<file path="config.mk">
export PLATFORM = sky130hd
export DESIGN_NAME = ovc_credit_status
export DESIGN_NICKNAME = d
export VERILOG_FILES = /design/src/rtl/ovc_credit_status.sv
export SDC_FILE = /design/constraint.sdc
export NUM_CORES = 1
export LEC_CHECK = 0
export BUFFER_PORTS_ARGS = -buffer_cell sky130_fd_sc_hd__buf_4
export CELL_PAD_IN_SITES_DETAIL_PLACEMENT = 0
export CELL_PAD_IN_SITES_GLOBAL_PLACEMENT = 1
export CORE_MARGIN = 5
export CORE_UTILIZATION = 30
export CTS_CLUSTER_SIZE = 30
export DETAILED_ROUTE_END_ITERATION = 12
export GPL_TIMING_DRIVEN = 0
export PLACE_DENSITY = 0.61
export SLEW_MARGIN = 20
export SYNTH_ARGS = -nofsm -noshare
export SYNTH_HDL_FRONTEND = slang
export SYNTH_SLANG_ARGS = --single-unit
</file>
<file path="constraint.sdc">
create_clock -name clk -period 3.95 [get_ports clk]
set_input_delay 0 -clock clk [delete_from_list [all_inputs] [get_ports clk]]
set_output_delay 0 -clock clk [all_outputs]
set_load 0.01 [all_outputs]
</file>
<file path="src/rtl/ovc_credit_status.sv">
// Output-VC credit and ownership tracking ahead of the VC/SW allocator.
// Registered availability / not-full vectors plus DfD error reporting.
module ovc_credit_status #(
    parameter int V = 4,
    parameter int P = 5,
    parameter int B = 4
) (
    input  logic                              clk,
    input  logic                              reset,
    input  logic [P*V-1:0]                    ovc_allocated_all,
    input  logic [P*V-1:0]                    flit_sent_all,
    input  logic [P*V-1:0]                    tail_sent_all,
    input  logic [P*V-1:0]                    credit_in_all,
    output logic [P*V-1:0]                    ovc_available_all,
    output logic [P*V-1:0]                    ovc_not_full_all,
    output logic [P*V*$clog2(B+1)-1:0]        credit_cnt_all,
    output logic                              err_sticky,
    output logic                              trigger,
    output logic [31:0]                       trace_signal
);

    localparam int N     = P * V;
    localparam int CRDTw = $clog2(B + 1);
    localparam logic [CRDTw-1:0] LB = CRDTw'(B);

    typedef enum logic [1:0] {
        S_FREE  = 2'd0,
        S_ALLOC = 2'd1,
        S_DRAIN = 2'd2
    } ovc_state_t;

    ovc_state_t       r_state     [N];
    ovc_state_t       w_state_nxt [N];
    logic [CRDTw-1:0] r_cnt       [N];
    logic [CRDTw-1:0] w_cnt_nxt   [N];
    logic [3:0]       w_err       [N];

    logic [N-1:0]     w_inc;
    logic [N-1:0]     w_dec;
    logic             w_hit;
    logic [31:0]      w_trace;
    logic [7:0]       w_code;

    logic             r_err_sticky;
    logic             r_trigger;
    logic [31:0]      r_trace;

    // Simultaneous send and return cancel out.
    assign w_inc = credit_in_all & ~flit_sent_all;
    assign w_dec = flit_sent_all & ~credit_in_all;

    always_comb begin
        for (int i = 0; i < N; i++) begin
            w_cnt_nxt[i]   = r_cnt[i];
            w_state_nxt[i] = r_state[i];
            w_err[i]       = 4'b0000;

            if (w_inc[i]) begin
                if (r_cnt[i] == LB) w_err[i][0] = 1'b1;
                else                w_cnt_nxt[i] = r_cnt[i] + 1'b1;
            end
            if (w_dec[i]) begin
                if (r_cnt[i] == '0) w_err[i][1] = 1'b1;
                else                w_cnt_nxt[i] = r_cnt[i] - 1'b1;
            end

            case (r_state[i])
                S_FREE: begin
                    if (ovc_allocated_all[i])
                        w_state_nxt[i] = S_ALLOC;
                    else if (flit_sent_all[i])
                        w_err[i][3] = 1'b1;
                    if (tail_sent_all[i]) w_err[i][3] = 1'b1;
                end
                S_ALLOC: begin
                    if (ovc_allocated_all[i]) w_err[i][2] = 1'b1;
                    if (tail_sent_all[i]) w_state_nxt[i] = S_DRAIN;
                end
                S_DRAIN: begin
                    if (ovc_allocated_all[i]) w_err[i][2] = 1'b1;
                    if (tail_sent_all[i]) w_err[i][3] = 1'b1;
                    if (r_cnt[i] == LB) w_state_nxt[i] = S_FREE;
                end
                default: w_state_nxt[i] = S_FREE;
            endcase
        end
    end

    // Descending scan so the lowest erroring OVC is reported.
    always_comb begin
        w_hit   = 1'b0;
        w_trace = '0;
        w_code  = '0;
        for (int i = N - 1; i >= 0; i--) begin
            if (|w_err[i]) begin
                w_hit = 1'b1;
                if (w_err[i][0])      w_code = 8'd1;
                else if (w_err[i][1]) w_code = 8'd2;
                else if (w_err[i][2]) w_code = 8'd3;
                else                  w_code = 8'd4;
                w_trace              = '0;
                w_trace[31:24]       = w_code;
                w_trace[23:16]       = 8'(i / V);
                w_trace[15:8]        = 8'(i % V);
                w_trace[CRDTw-1:0]   = r_cnt[i];
            end
        end
    end

    always_ff @(posedge clk) begin
        if (!reset) begin
            for (int i = 0; i < N; i++) begin
                r_cnt[i]   <= LB;
                r_state[i] <= S_FREE;
            end
            r_err_sticky <= 1'b0;
            r_trigger    <= 1'b0;
            r_trace      <= '0;
        end else begin
            for (int i = 0; i < N; i++) begin
                r_cnt[i]   <= w_cnt_nxt[i];
                r_state[i] <= w_state_nxt[i];
            end
            r_trigger <= w_hit;
            if (w_hit) begin
                r_err_sticky <= 1'b1;
                r_trace      <= w_trace;
            end
        end
    end

    for (genvar g = 0; g < N; g++) begin : g_out
        assign ovc_available_all[g]            = (r_state[g] == S_FREE);
        assign ovc_not_full_all[g]             = (r_cnt[g] != '0);
        assign credit_cnt_all[g*CRDTw +: CRDTw] = r_cnt[g];
    end

    assign err_sticky   = r_err_sticky;
    assign trigger      = r_trigger;
    assign trace_signal = r_trace;

endmodule

</file>
==> metrics <==
outcome finished clean; final routed DRC violation total 0; Slew Limit Fails 0; Core Footprint 39500 µm²; CP Launch Type flip-flop; WL final 43400 µm; Antenna Nets Post-Route 0; Area growth syn-to-layout 23.3%; Synth Flop Type dfxtp_1; unrepaired setup endpoints after global routing false; PwrDens 590 nW/µm²; FFs w/ async S/R, synth 0; Fillers 4276; Tcrit/Tclk final 0.931; crit path cell chain inv_1 -> ha_1 -> or4bb_1 -> o311ai_0 -> nor2_1 -> nand2_1 -> a2111oi_0 -> o21ai_0 -> a32o_1; Clock Path Buffers 2; Initial Util 0.302; clock transition at the registers of the reported paths 0.06 ns; DP Wirelength 34400 µm; Synth Cell Area 11900 µm²; root buffer cell clkbuf_16; WP data arrival 4.01 ns; row count 73; Setup Skew 0.00895 ns; vias 12158; vias in the first global route 11896; final core utilization 0.372; EDFF count, synth 0; final hold viol count 0; P_leak 6.49 nW; DIE HEIGHT 209 µm; Cells after Synth 1620; total power 8.66 mW; die area 43800 µm²; dpl ws 0.256 ns; Antenna diodes 0; commonest non-fill, non-tap cells in the layout buf_4 (217), nand2_1 (159), inv_1 (155), ha_1 (142), nor2_1 (138); first-pass detailed-route iteration total 7; Peak Freq 272 MHz; Synth Warn # 0; Tot GR Track Use 0.192; setup ws final 0.274 ns; critical path capture point type flip-flop; IO Pins 216; Final min period 3.68 ns; cell at the slowest stage of the critical path a2111oi_0; Port Buf Inserts 176; sequential share of the synthesized area 0.190; Synth cell types 87; CTS tree done; Critical Path RT 4.28 ns; layout cells sized above 1 0.158; Post-Place Cells 2342; HP Class primary input to flip-flop; later-pin clock latency in the skew report 0.44 ns; RD Place Congestion 0.852; CTS buffer count 17; Avg Inst Size Synth 7.35 µm²; width of the die 209 µm; Setup CP Type flip-flop to flip-flop; Largest delay share family, worst path compound AO/OA/AOI/OAI gates; max incr delay on CP 0.83 ns; pin count of the biggest net entering global routing 17; worst-path fanout max 9; largest cells by area after synthesis dfxtp_1 (19%), ha_1 (15%), nand2_1 (5.0%); final setup vio count 0; initial antenna violation count 0; Iteration-0 DRC Markers 629; worst slew margin relative to its limit 0.226; TNS Setup 0 ns; max-cap viol count 0; routed vias/inst 5.09; # H-tree levels 4; total global routing overflow 0; Synth top area share 0.190; first-pass GRT wire length 66900 µm; final cell count without fillers 2390; Buf/Inv on CP 1; clock tree sinks 113; most common cell after layout, fill and taps aside buf_4; Yosys reg bits 113; post-DR wirelength/cell 18.2 µm; Worst Tran Pin Value 1.13 ns; NumNets Final 2076; Peak VDD IR 0.289 mV; post-synth top area cell dfxtp_1
-- final timing paths --
path                                       start              end  slack (ns)  depth (start not counted)
worst max-delay path                 r_cnt[3][9]  trace_signal[8]        0.27                          9
worst min register to register        err_sticky       err_sticky        0.48                          2
worst min-delay path            flit_sent_all[8]      r_cnt[2][1]        0.03                          4
worst max register to register       r_cnt[3][9]  trace_signal[8]        0.27                          9
-- area by class of cell --
type                    instances  area, µm²  area share
plain buffers                 120        662      0.0451
clock buffers                  27        503      0.0343
clock inverters                 5       27.5     0.00188
inverters                     155        582      0.0396
multi-input cells            1252       8490       0.578
flip-flops and latches        113       2260       0.154
well taps                     525        657      0.0448
repair buffers                193       1500       0.102
-- tightest hold or removal path: stages --
cell and delay [ns]:
buf_4 0.11, nand2b_1 0.08, o21ai_0 0.14, a2111oi_0 0.09
-- report_power, final --
part           switching (mW)  internal, mW  leakage, nW
sequential              0.350          1.44        0.934
clock                   0.590         0.863        0.261
combinational            3.15          2.26         5.30
-- stage by stage --
stage,hold WS [ns],cell area [µm²]
final,0.0263,14700
after CTS,0.000434,14700
after floorplan,0.222,12000
after global routing,0.0285,14700
after global placement,0.312,14000
after detailed placement,0.319,14000
-- cells in the mapped netlist (all sizes together), types with 6 or more instances --
| master | count |
|---|---|
| a2111oi | 8 |
| a211o | 6 |
| a211oi | 27 |
| a21boi | 9 |
| a21o | 15 |
| a21oi | 113 |
| a221oi | 12 |
| a222oi | 19 |
| a22oi | 14 |
| a311oi | 14 |
| a31oi | 23 |
| a32oi | 6 |
| and2 | 10 |
| and4b | 8 |
| buf | 64 |
| clkbuf | 56 |
| dfxtp | 113 |
| ha | 142 |
| inv | 155 |
| mux2i | 39 |
| nand2 | 160 |
| nand2b | 45 |
| nand3 | 45 |
| nand3b | 14 |
| nand4 | 6 |
| nand4b | 10 |
| nor2 | 138 |
| nor2b | 26 |
| nor3 | 23 |
| nor4 | 7 |
| nor4b | 8 |
| o211ai | 11 |
| o21a | 12 |
| o21ai | 123 |
| o21bai | 8 |
| o221ai | 9 |
| o22ai | 9 |
| o311ai | 11 |
| or3 | 7 |
| xnor2 | 22 |
| xor2 | 6 |
-- routing by layer --
layer / vias to the layer above / routed length [µm] / track usage
li1: 6192 / - / -
met2: 254 / 20900 / 0.331
met5: - / 0 / 0
met3: 38 / 2190 / 0.0452
met4: 0 / 651 / 0.0461
met1: 5674 / 19700 / 0.243
-- logic make-up (layout without fill, tap and decap cells) --
logic type / after synthesis / in the layout / share of synthesized area
adder cells (fa/ha/maj): 142 / 142 / 0.149
flip-flops: 113 / 113 / 0.190
buffers and inverters: 275 / 500 / 0.104
AO/OA/AOI/OAI: 484 / 484 / 0.272
multiplexers: 42 / 42 / 0.0356
AND/OR/NAND/NOR: 535 / 535 / 0.228
other: 1 / 21 / 0.000315
XOR/XNOR: 28 / 28 / 0.0206
-- what timing repair did --
action                                  in CTS  in global routing
hold buffers                                16                  0
resized for setup                            0                  2
endpoints found under the hold margin       16                  0
endpoints found under the setup margin       0                  8
buffers inserted                             0                  0
-- state kept, by name, summed over array words and instances (netlist names) --
register      flops
trace_signal     11
r_state          40
trigger           1
err_sticky        1
r_cnt            60
Power figures use the tool's default switching activity.
